`config.mk`:
```
export PLATFORM = sky130hd
export DESIGN_NAME = direct_sound_fifo_ctrl_flat
export DESIGN_NICKNAME = d
export VERILOG_FILES = /design/src/rtl/direct_sound_pkg.sv /design/src/rtl/direct_sound_fifo_ctrl_if.sv /design/src/rtl/sound_fifo_chan.sv /design/src/rtl/direct_sound_fifo_ctrl.sv /design/src/flat_wrapper.sv
export SDC_FILE = /design/constraint.sdc
export NUM_CORES = 1
export LEC_CHECK = 0
export ABC_AREA = 1
export BUFFER_PORTS_ARGS = -buffer_cell sky130_fd_sc_hd__buf_4
export CORE_MARGIN = 5
export CORE_UTILIZATION = 50
export CTS_CLUSTER_SIZE = 40
export DETAILED_ROUTE_END_ITERATION = 12
export PLACE_DENSITY = 0.68
export REMOVE_ABC_BUFFERS = 1
export SKIP_CTS_REPAIR_TIMING = 1
export SYNTH_ARGS = -nofsm -noshare
export SYNTH_HDL_FRONTEND = slang
export SYNTH_SLANG_ARGS = --single-unit
export TNS_END_PERCENT = 50
```
`constraint.sdc`:
```
create_clock -name clock -period 3.2 [get_ports clock]
set_input_delay 0.32 -clock clock [delete_from_list [all_inputs] [get_ports clock]]
set_output_delay 0.32 -clock clock [all_outputs]
set_load 0.01 [all_outputs]
```
`src/rtl/direct_sound_pkg.sv`:
```
// Shared constants and types for the GBA direct-sound FIFO controller.
package direct_sound_pkg;

    localparam int unsigned SAMPLE_W   = 8;
    localparam int unsigned WORD_W     = 32;
    localparam int unsigned FIFO_DEPTH = 8;
    // Wide enough to hold 0..FIFO_DEPTH words.
    localparam int unsigned COUNT_W    = 4;

    typedef enum logic [1:0] {
        IDLE = 2'd0,
        REQ  = 2'd1,
        WAIT = 2'd2
    } dma_state_t;

endpackage

```
`src/rtl/direct_sound_fifo_ctrl_if.sv`:
```
// CPU/DMA/timer side bus of the direct-sound controller.
// The master drives writes, timer pulses and acks; the slave is the controller.
interface direct_sound_fifo_ctrl_if;
    import direct_sound_pkg::*;

    logic                sound_en;
    logic                timer_sel_a;
    logic                timer_sel_b;
    logic                timer0_ovf;
    logic                timer1_ovf;
    logic                fifo_a_reset;
    logic                fifo_b_reset;
    logic                fifo_a_wr;
    logic                fifo_b_wr;
    logic [WORD_W-1:0]   fifo_a_wdata;
    logic [WORD_W-1:0]   fifo_b_wdata;
    logic                dma_ack_a;
    logic                dma_ack_b;
    logic                dma_req_a;
    logic                dma_req_b;
    logic [SAMPLE_W-1:0] sample_a;
    logic [SAMPLE_W-1:0] sample_b;
    logic [COUNT_W-1:0]  count_a;
    logic [COUNT_W-1:0]  count_b;
    logic                underrun_a;
    logic                underrun_b;
    logic                overflow_a;
    logic                overflow_b;

    modport master (
        output sound_en, timer_sel_a, timer_sel_b, timer0_ovf, timer1_ovf,
        output fifo_a_reset, fifo_b_reset, fifo_a_wr, fifo_b_wr,
        output fifo_a_wdata, fifo_b_wdata, dma_ack_a, dma_ack_b,
        input  dma_req_a, dma_req_b, sample_a, sample_b, count_a, count_b,
        input  underrun_a, underrun_b, overflow_a, overflow_b
    );

    modport slave (
        input  sound_en, timer_sel_a, timer_sel_b, timer0_ovf, timer1_ovf,
        input  fifo_a_reset, fifo_b_reset, fifo_a_wr, fifo_b_wr,
        input  fifo_a_wdata, fifo_b_wdata, dma_ack_a, dma_ack_b,
        output dma_req_a, dma_req_b, sample_a, sample_b, count_a, count_b,
        output underrun_a, underrun_b, overflow_a, overflow_b
    );

endinterface

```
`src/rtl/sound_fifo_chan.sv`:
```
// One direct-sound channel: word FIFO, byte-wise sample selector and DMA refill FSM.
module sound_fifo_chan
    import direct_sound_pkg::*;
#(
    parameter int unsigned Depth        = FIFO_DEPTH,
    parameter int unsigned DmaThreshold = 4,
    parameter int unsigned BurstWords   = 4
) (
    input  logic                clk_i,
    input  logic                rst_i,
    input  logic                sound_en_i,
    input  logic                tick_i,
    input  logic                fifo_rst_i,
    input  logic                wr_i,
    input  logic [WORD_W-1:0]   wdata_i,
    input  logic                ack_i,
    output logic                dma_req_o,
    output logic [SAMPLE_W-1:0] sample_o,
    output logic [COUNT_W-1:0]  count_o,
    output logic                underrun_o,
    output logic                overflow_o
);

    localparam int unsigned PtrW = $clog2(Depth);

    logic [WORD_W-1:0]   mem_q [Depth];
    logic [PtrW-1:0]     rd_ptr_q, rd_ptr_d;
    logic [PtrW-1:0]     wr_ptr_q, wr_ptr_d;
    logic [COUNT_W-1:0]  count_q, count_d;
    logic [1:0]          byte_idx_q, byte_idx_d;
    logic [SAMPLE_W-1:0] sample_q, sample_d;
    logic                underrun_q, underrun_d;
    logic                overflow_q, overflow_d;
    dma_state_t          state_q, state_d;
    logic                pending_q, pending_d;
    logic [COUNT_W-1:0]  burst_q, burst_d;

    logic not_empty, full, pop, wr_acc;

    assign not_empty = (count_q != '0);
    assign full      = (count_q == COUNT_W'(Depth));
    // A word leaves the FIFO when its last byte is played.
    assign pop       = tick_i & not_empty & (byte_idx_q == 2'd3);
    // A full FIFO still takes a write if a word is popped in the same cycle.
    assign wr_acc    = wr_i & (~full | pop);

    // FIFO pointers, occupancy, sample selection and error pulses.
    always_comb begin
        rd_ptr_d   = rd_ptr_q;
        wr_ptr_d   = wr_ptr_q;
        count_d    = count_q;
        byte_idx_d = byte_idx_q;
        sample_d   = sample_q;
        underrun_d = 1'b0;
        overflow_d = 1'b0;
        if (fifo_rst_i) begin
            rd_ptr_d   = '0;
            wr_ptr_d   = '0;
            count_d    = '0;
            byte_idx_d = '0;
            sample_d   = '0;
        end else begin
            if (tick_i) begin
                if (not_empty) begin
                    sample_d   = mem_q[rd_ptr_q][{byte_idx_q, 3'b000} +: SAMPLE_W];
                    byte_idx_d = byte_idx_q + 2'd1;
                end else begin
                    underrun_d = 1'b1;
                end
            end
            if (pop) begin
                rd_ptr_d = rd_ptr_q + PtrW'(1);
            end
            if (wr_acc) begin
                wr_ptr_d = wr_ptr_q + PtrW'(1);
            end
            overflow_d = wr_i & ~wr_acc;
            unique case ({wr_acc, pop})
                2'b10:   count_d = count_q + COUNT_W'(1);
                2'b01:   count_d = count_q - COUNT_W'(1);
                default: count_d = count_q;
            endcase
        end
    end

    // DMA refill handshake: request, wait for the acknowledged burst, then re-arm.
    always_comb begin
        state_d   = state_q;
        pending_d = pending_q;
        burst_d   = burst_q;
        if (fifo_rst_i) begin
            state_d   = IDLE;
            pending_d = 1'b0;
            burst_d   = '0;
        end else begin
            unique case (state_q)
                IDLE: begin
                    if (sound_en_i && !pending_q && count_q <= COUNT_W'(DmaThreshold)) begin
                        state_d = REQ;
                    end
                end
                REQ: begin
                    if (!sound_en_i) begin
                        state_d = IDLE;
                    end else if (ack_i) begin
                        state_d   = WAIT;
                        pending_d = 1'b1;
                        // A write in the ack cycle is already part of the burst.
                        burst_d   = wr_i ? COUNT_W'(BurstWords - 1) : COUNT_W'(BurstWords);
                    end
                end
                WAIT: begin
                    if (wr_i) begin
                        if (burst_q <= COUNT_W'(1)) begin
                            state_d   = IDLE;
                            pending_d = 1'b0;
                            burst_d   = '0;
                        end else begin
                            burst_d = burst_q - COUNT_W'(1);
                        end
                    end
                end
                default: state_d = IDLE;
            endcase
        end
    end

    // State registers with synchronous reset.
    always_ff @(posedge clk_i) begin
        if (rst_i) begin
            for (int unsigned i = 0; i < Depth; i++) begin
                mem_q[i] <= '0;
            end
            rd_ptr_q   <= '0;
            wr_ptr_q   <= '0;
            count_q    <= '0;
            byte_idx_q <= '0;
            sample_q   <= '0;
            underrun_q <= 1'b0;
            overflow_q <= 1'b0;
            state_q    <= IDLE;
            pending_q  <= 1'b0;
            burst_q    <= '0;
        end else begin
            if (wr_acc && !fifo_rst_i) begin
                mem_q[wr_ptr_q] <= wdata_i;
            end
            rd_ptr_q   <= rd_ptr_d;
            wr_ptr_q   <= wr_ptr_d;
            count_q    <= count_d;
            byte_idx_q <= byte_idx_d;
            sample_q   <= sample_d;
            underrun_q <= underrun_d;
            overflow_q <= overflow_d;
            state_q    <= state_d;
            pending_q  <= pending_d;
            burst_q    <= burst_d;
        end
    end

    assign dma_req_o  = (state_q == REQ);
    assign sample_o   = sample_q;
    assign count_o    = count_q;
    assign underrun_o = underrun_q;
    assign overflow_o = overflow_q;

endmodule

```
`src/rtl/direct_sound_fifo_ctrl.sv`:
```
// GBA direct-sound controller top: timer selection, master-enable gating and two channels.
module direct_sound_fifo_ctrl
    import direct_sound_pkg::*;
#(
    parameter int unsigned DEPTH         = FIFO_DEPTH,
    parameter int unsigned DMA_THRESHOLD = 4,
    parameter int unsigned BURST_WORDS   = 4
) (
    input  logic                      clock,
    input  logic                      reset,
    direct_sound_fifo_ctrl_if.slave   bus_io
);

    logic                tick_a, tick_b;
    logic                dma_req_a, dma_req_b;
    logic [SAMPLE_W-1:0] sample_a, sample_b;
    logic [COUNT_W-1:0]  count_a, count_b;
    logic                underrun_a, underrun_b;
    logic                overflow_a, overflow_b;

    // Timer ticks only reach the channels while sound is enabled.
    assign tick_a = bus_io.sound_en &
                    (bus_io.timer_sel_a ? bus_io.timer1_ovf : bus_io.timer0_ovf);
    assign tick_b = bus_io.sound_en &
                    (bus_io.timer_sel_b ? bus_io.timer1_ovf : bus_io.timer0_ovf);

    sound_fifo_chan #(
        .Depth        (DEPTH),
        .DmaThreshold (DMA_THRESHOLD),
        .BurstWords   (BURST_WORDS)
    ) u_chan_a (
        .clk_i      (clock),
        .rst_i      (reset),
        .sound_en_i (bus_io.sound_en),
        .tick_i     (tick_a),
        .fifo_rst_i (bus_io.fifo_a_reset),
        .wr_i       (bus_io.fifo_a_wr),
        .wdata_i    (bus_io.fifo_a_wdata),
        .ack_i      (bus_io.dma_ack_a),
        .dma_req_o  (dma_req_a),
        .sample_o   (sample_a),
        .count_o    (count_a),
        .underrun_o (underrun_a),
        .overflow_o (overflow_a)
    );

    sound_fifo_chan #(
        .Depth        (DEPTH),
        .DmaThreshold (DMA_THRESHOLD),
        .BurstWords   (BURST_WORDS)
    ) u_chan_b (
        .clk_i      (clock),
        .rst_i      (reset),
        .sound_en_i (bus_io.sound_en),
        .tick_i     (tick_b),
        .fifo_rst_i (bus_io.fifo_b_reset),
        .wr_i       (bus_io.fifo_b_wr),
        .wdata_i    (bus_io.fifo_b_wdata),
        .ack_i      (bus_io.dma_ack_b),
        .dma_req_o  (dma_req_b),
        .sample_o   (sample_b),
        .count_o    (count_b),
        .underrun_o (underrun_b),
        .overflow_o (overflow_b)
    );

    assign bus_io.dma_req_a  = dma_req_a;
    assign bus_io.dma_req_b  = dma_req_b;
    assign bus_io.sample_a   = sample_a;
    assign bus_io.sample_b   = sample_b;
    assign bus_io.count_a    = count_a;
    assign bus_io.count_b    = count_b;
    assign bus_io.underrun_a = underrun_a;
    assign bus_io.underrun_b = underrun_b;
    assign bus_io.overflow_a = overflow_a;
    assign bus_io.overflow_b = overflow_b;

endmodule

```
`src/flat_wrapper.sv`:
```
// flat-port wrapper written by rule: the top's interface ports become plain ports
module direct_sound_fifo_ctrl_flat import direct_sound_pkg::*;
#(
    parameter int unsigned DEPTH         = FIFO_DEPTH,
    parameter int unsigned DMA_THRESHOLD = 4,
    parameter int unsigned BURST_WORDS   = 4
)
  (clock, reset, bus_io_sound_en, bus_io_timer_sel_a, bus_io_timer_sel_b, bus_io_timer0_ovf, bus_io_timer1_ovf, bus_io_fifo_a_reset, bus_io_fifo_b_reset, bus_io_fifo_a_wr, bus_io_fifo_b_wr, bus_io_fifo_a_wdata, bus_io_fifo_b_wdata, bus_io_dma_ack_a, bus_io_dma_ack_b, bus_io_dma_req_a, bus_io_dma_req_b, bus_io_sample_a, bus_io_sample_b, bus_io_count_a, bus_io_count_b, bus_io_underrun_a, bus_io_underrun_b, bus_io_overflow_a, bus_io_overflow_b);
  direct_sound_fifo_ctrl_if bus_io_i ();
  input  logic clock;
  input  logic reset;
  input wire logic [$bits(bus_io_i.sound_en)-1:0] bus_io_sound_en;
  input wire logic [$bits(bus_io_i.timer_sel_a)-1:0] bus_io_timer_sel_a;
  input wire logic [$bits(bus_io_i.timer_sel_b)-1:0] bus_io_timer_sel_b;
  input wire logic [$bits(bus_io_i.timer0_ovf)-1:0] bus_io_timer0_ovf;
  input wire logic [$bits(bus_io_i.timer1_ovf)-1:0] bus_io_timer1_ovf;
  input wire logic [$bits(bus_io_i.fifo_a_reset)-1:0] bus_io_fifo_a_reset;
  input wire logic [$bits(bus_io_i.fifo_b_reset)-1:0] bus_io_fifo_b_reset;
  input wire logic [$bits(bus_io_i.fifo_a_wr)-1:0] bus_io_fifo_a_wr;
  input wire logic [$bits(bus_io_i.fifo_b_wr)-1:0] bus_io_fifo_b_wr;
  input wire logic [$bits(bus_io_i.fifo_a_wdata)-1:0] bus_io_fifo_a_wdata;
  input wire logic [$bits(bus_io_i.fifo_b_wdata)-1:0] bus_io_fifo_b_wdata;
  input wire logic [$bits(bus_io_i.dma_ack_a)-1:0] bus_io_dma_ack_a;
  input wire logic [$bits(bus_io_i.dma_ack_b)-1:0] bus_io_dma_ack_b;
  output wire logic [$bits(bus_io_i.dma_req_a)-1:0] bus_io_dma_req_a;
  output wire logic [$bits(bus_io_i.dma_req_b)-1:0] bus_io_dma_req_b;
  output wire logic [$bits(bus_io_i.sample_a)-1:0] bus_io_sample_a;
  output wire logic [$bits(bus_io_i.sample_b)-1:0] bus_io_sample_b;
  output wire logic [$bits(bus_io_i.count_a)-1:0] bus_io_count_a;
  output wire logic [$bits(bus_io_i.count_b)-1:0] bus_io_count_b;
  output wire logic [$bits(bus_io_i.underrun_a)-1:0] bus_io_underrun_a;
  output wire logic [$bits(bus_io_i.underrun_b)-1:0] bus_io_underrun_b;
  output wire logic [$bits(bus_io_i.overflow_a)-1:0] bus_io_overflow_a;
  output wire logic [$bits(bus_io_i.overflow_b)-1:0] bus_io_overflow_b;
  assign bus_io_i.sound_en = bus_io_sound_en;
  assign bus_io_i.timer_sel_a = bus_io_timer_sel_a;
  assign bus_io_i.timer_sel_b = bus_io_timer_sel_b;
  assign bus_io_i.timer0_ovf = bus_io_timer0_ovf;
  assign bus_io_i.timer1_ovf = bus_io_timer1_ovf;
  assign bus_io_i.fifo_a_reset = bus_io_fifo_a_reset;
  assign bus_io_i.fifo_b_reset = bus_io_fifo_b_reset;
  assign bus_io_i.fifo_a_wr = bus_io_fifo_a_wr;
  assign bus_io_i.fifo_b_wr = bus_io_fifo_b_wr;
  assign bus_io_i.fifo_a_wdata = bus_io_fifo_a_wdata;
  assign bus_io_i.fifo_b_wdata = bus_io_fifo_b_wdata;
  assign bus_io_i.dma_ack_a = bus_io_dma_ack_a;
  assign bus_io_i.dma_ack_b = bus_io_dma_ack_b;
  assign bus_io_dma_req_a = bus_io_i.dma_req_a;
  assign bus_io_dma_req_b = bus_io_i.dma_req_b;
  assign bus_io_sample_a = bus_io_i.sample_a;
  assign bus_io_sample_b = bus_io_i.sample_b;
  assign bus_io_count_a = bus_io_i.count_a;
  assign bus_io_count_b = bus_io_i.count_b;
  assign bus_io_underrun_a = bus_io_i.underrun_a;
  assign bus_io_underrun_b = bus_io_i.underrun_b;
  assign bus_io_overflow_a = bus_io_i.overflow_a;
  assign bus_io_overflow_b = bus_io_i.overflow_b;
  direct_sound_fifo_ctrl #(.DEPTH(DEPTH), .DMA_THRESHOLD(DMA_THRESHOLD), .BURST_WORDS(BURST_WORDS)) u_core (.clock(clock), .reset(reset), .bus_io(bus_io_i));
endmodule
```
==> impl_results.md <==
* Setup Crit Path Kind: flip-flop to flip-flop
* Max-slew headroom at the worst pin at 35.1%
* Unrepaired setup endpoints after global routing: false
* Number of enable-type register cells in the synthesized netlist at 512
* Min Clock Period, post-route at 2540 ps
* TritonRoute pass-1 iters at 5
* Starting density of the core at 50.7%
* Number of register bits inferred by synthesis at 576
* Cell-by-cell trace of the critical path: nor2_1, nand2_1, nand4_4, nand4_2, nand4_1, nand2_2, buf_4
* Total half-perimeter wirelength after legalization and detailed placement at 39.5 mm
* DIE WIDTH at 239 um
* Clock share of power at 41.6%
* Number of distinct standard cells referenced by the synthesized netlist at 31
* Num rows at 83
* Combinational group share of total power at 4.9%
* Worst Setup EP: u_core.u_chan_b.mem_q[6][19]$_SDFFCE_PN0P_
* Maxcap violations at 0
* Count of input and output buffers at 106
* Total gr overflow at 0
* Largest area contributor in the synthesized netlist: sky130_fd_sc_hd__edfxtp_1
* Destination of the worst register-to-register timing path: u_core.u_chan_b.mem_q[6][19]$_SDFFCE_PN0P_
* Critical Path RT at 3480 ps
* Antenna violations before repair at 0
* Synth top area share at 58.9%
* Final standard cell utilization of the core at 57.2%
* Worst Max-Slew Pin Slew at 970 ps
* PD cells at 540 mW/mm^2
* Vias in the first global route at 19400
* CP startpoint kind: flip-flop
* Most numerous cell in the Yosys netlist: sky130_fd_sc_hd__nand2_1
* Total GRT Usage at 23.9%
* Kind of cell adding the most delay to the critical path: simple AND/OR/NAND/NOR gates
* Count of nets left with antenna violations after detail routing at 0
* Total vias in the final route at 19900
* Power Internal at 12.4 mW
* Clk Latency, worst-skew pair at 650 ps
* Nets at 2898
* Post-synth top cells: sky130_fd_sc_hd__nand2_1, sky130_fd_sc_hd__nor2_1, sky130_fd_sc_hd__edfxtp_1
* Prevailing post-synth register cell: sky130_fd_sc_hd__edfxtp_1
* Non-filler instance count after layout at 3531
* Routed wire per std cell at 19.6 um
* Crit. path cell count at 7
* Sum of buffers and inverters on the critical path at 1
* FILL cells at 4447
* Core region area at 0.0515 mm^2
* Outcome: completed
* R2r worst-path depth at 7
* I/O Pins at 107
* Cell area after layout at 0.0295 mm^2
* Arrival @ worst endpoint at 2810 ps
* Asr flop ratio synth at 0%
* Wire length of the first global-routing pass at 108 mm
* Via-to-Cell Ratio at 5.63
* Global placement routability congestion at 0.825
* Capturing element type of the critical path: flip-flop
* Power share of the sequential group at 53.5%
* Biggest fanout along the worst timing path at 20
* Placed cells at 3424
* Detailed router's first-iteration violation count at 2202
* Worst setup slack for register-to-register paths at 660 ps
* Cell leakage power at 12.1 nW
* Syn Area/Cell at 9.53 um^2
* DRC violations left at 0
* Area growth syn-to-layout at 12.7%
* Reg2reg start: u_core.u_chan_b.count_o[3]$_SDFFE_PP0P_
* Net switching power figure at 3.54 mW
* Max Clk Rate at 394 MHz
* Die H at 239 um
* Synth area leaders: sky130_fd_sc_hd__edfxtp_1, sky130_fd_sc_hd__nand2_1, sky130_fd_sc_hd__nand3_1
* Final Skew at 35.4 ps
* Maximum number of pins on one net before global-route repair at 129
* Number of instances in the synthesized netlist at 2741
* Multi-input gate area at 0.00820 mm^2
* # H-tree levels at 2
* Clock-pin slew on the worst setup and hold paths at 60 ps
* Max-slew violation total from the final report at 0
* Post-detailed-routing wire length at 69.3 mm
* TritonCTS clock tree: done
* Hold WS at 11.9 ps
* Final hold violation count at 0
* Sequential share of the synthesized area at 63.8%
* Critical Path Slowest Stage Cell: sky130_fd_sc_hd__dfxtp_1
* Period utilisation layout at 79.2%
* Diodes inserted at 0
* Register area at 0.0167 mm^2
* Clock net sink count at 576
* Ratio of cells with drive above 1 in the final layout at 10.1%
* Switching Share at 22.2%
* Max Buffers Root-to-Sink at 3
* Origin of the worst setup path: u_core.u_chan_b.count_o[3]$_SDFFE_PP0P_
* Clock root buffer master: sky130_fd_sc_hd__clkbuf_16
* Yosys synthesis warning count at 0
* Setup tns final at 0 ps
* Synthesized area at 0.0261 mm^2
* Number of setup violations in the final report at 0
* Post-DP Area at 0.0276 mm^2
* Hold WC Path Type: primary input to flip-flop
* TritonCTS Buffers at 58
* Total Die Area at 0.0569 mm^2
* Max VDD drop at 0.421 mV
* Crit path largest cell delay at 470 ps
-- sequential cells by signal, indices dropped and copies added, names as in the netlist, 2 cells and up, named ones only --
signal and cells:
u_core.u_chan_b.rd_ptr_q 3, u_core.u_chan_a.burst_q 4, u_core.u_chan_a.byte_idx_q 2, u_core.u_chan_a.mem_q 256, u_core.u_chan_a.wr_ptr_q 3, u_core.u_chan_b.wr_ptr_q 3
u_core.u_chan_b.burst_q 4, u_core.u_chan_b.state_q 2, u_core.u_chan_b.sample_o 8, u_core.u_chan_a.rd_ptr_q 3, u_core.u_chan_b.mem_q 256, u_core.u_chan_a.sample_o 8
u_core.u_chan_a.count_o 4, u_core.u_chan_a.state_q 2, u_core.u_chan_b.count_o 4, u_core.u_chan_b.byte_idx_q 2
-- final cells by class --
type | instances | area share [%]
sequential | 576 | 56.6
multi-input combinational | 1870 | 27.8
clock buffer | 81 | 5.53
timing repair buffer | 168 | 4.76
tap | 680 | 2.89
inverter | 131 | 1.68
clock inverter | 25 | 0.714
-- power by group through the flow --
stage / registers [mW] / clock network (mW) / logic [mW]
finish: 8.51 / 6.61 / 0.778
global route: 8.53 / 7.01 / 0.852
CTS: 8.51 / 6.68 / 0.780
detailed placement: 8.66 / 0 / 0.776
global placement: 8.65 / 0 / 0.759
floorplan: 8.66 / 0 / 0.416
-- stage by stage --
stage / power (mW) / setup slack, ps
global placement: 9.41 / 642
finish: 15.9 / 664
global route: 16.4 / 519
detailed placement: 9.44 / 595
floorplan: 9.07 / -2330
CTS: 16.0 / 638
-- layout by cell type (no fill, tap or decap), types with 2 or more instances in the layout --
cell type and n:
sky130_fd_sc_hd__a211oi_1 5, sky130_fd_sc_hd__a21oi_1 41, sky130_fd_sc_hd__a31oi_1 2, sky130_fd_sc_hd__buf_12 11
sky130_fd_sc_hd__buf_4 156, sky130_fd_sc_hd__bufinv_16 2, sky130_fd_sc_hd__clkbuf_1 14, sky130_fd_sc_hd__clkbuf_16 58
sky130_fd_sc_hd__clkbuf_8 9, sky130_fd_sc_hd__clkinv_1 11, sky130_fd_sc_hd__clkinv_2 12, sky130_fd_sc_hd__dfxtp_1 60
sky130_fd_sc_hd__dfxtp_2 2, sky130_fd_sc_hd__dfxtp_4 2, sky130_fd_sc_hd__edfxtp_1 512, sky130_fd_sc_hd__fa_1 2
sky130_fd_sc_hd__ha_1 14, sky130_fd_sc_hd__inv_1 125, sky130_fd_sc_hd__inv_2 2, sky130_fd_sc_hd__nand2_1 707
sky130_fd_sc_hd__nand2_2 16, sky130_fd_sc_hd__nand3_1 433, sky130_fd_sc_hd__nand4_1 9, sky130_fd_sc_hd__nand4_4 11
sky130_fd_sc_hd__nor2_1 566, sky130_fd_sc_hd__nor3_1 9, sky130_fd_sc_hd__o211ai_1 2, sky130_fd_sc_hd__o21ai_0 36
sky130_fd_sc_hd__o21ai_1 2, sky130_fd_sc_hd__o41ai_1 2, sky130_fd_sc_hd__xor2_1 7
-- cells by family after synthesis --
logic type	count (synthesis)	share of synthesized area, %
buffers and inverters	295	5.01
xor gates and xnor gates	8	0.268
and+or+nand+nor	1756	28.3
adders and majority gates	16	0.824
DFF	576	63.8
AOI/OAI and AO/OA	90	1.83
-- worst min-delay path, delay by kind of cell --
family	cells	cell delay [ps]
compound gates	1	60
buf+inv	1	120
simple gates	1	80
-- how the worst min path moves through the flow --
stage                                             start                                  endpoint  cells after the start
6_report                               bus_io_dma_ack_a    u_core.u_chan_a.pending_q$_SDFFE_PP0P_                      3
5_1_grt                                bus_io_dma_ack_a    u_core.u_chan_a.pending_q$_SDFFE_PP0P_                      3
4_1_cts                                bus_io_dma_ack_a    u_core.u_chan_a.pending_q$_SDFFE_PP0P_                      3
3_5_place_dp   u_core.u_chan_b.rd_ptr_q[2]$_SDFFE_PP0N_  u_core.u_chan_b.rd_ptr_q[2]$_SDFFE_PP0N_                      1
3_3_place_gp   u_core.u_chan_b.rd_ptr_q[2]$_SDFFE_PP0N_  u_core.u_chan_b.rd_ptr_q[2]$_SDFFE_PP0N_                      1
2_1_floorplan  u_core.u_chan_b.rd_ptr_q[2]$_SDFFE_PP0N_                                 flip-flop                      1
-- metal layers --
metal  wire [um]  global-route usage [%]  vias to the layer above
li1            -                       -                     9249
met1       27300                    32.0                     9595
met2       33800                    40.0                      896
met3        6040                    3.61                      147
met4        2230                    8.77                        0
met5           0                       0                        -
No activity file was read; power rests on OpenSTA's default activity.
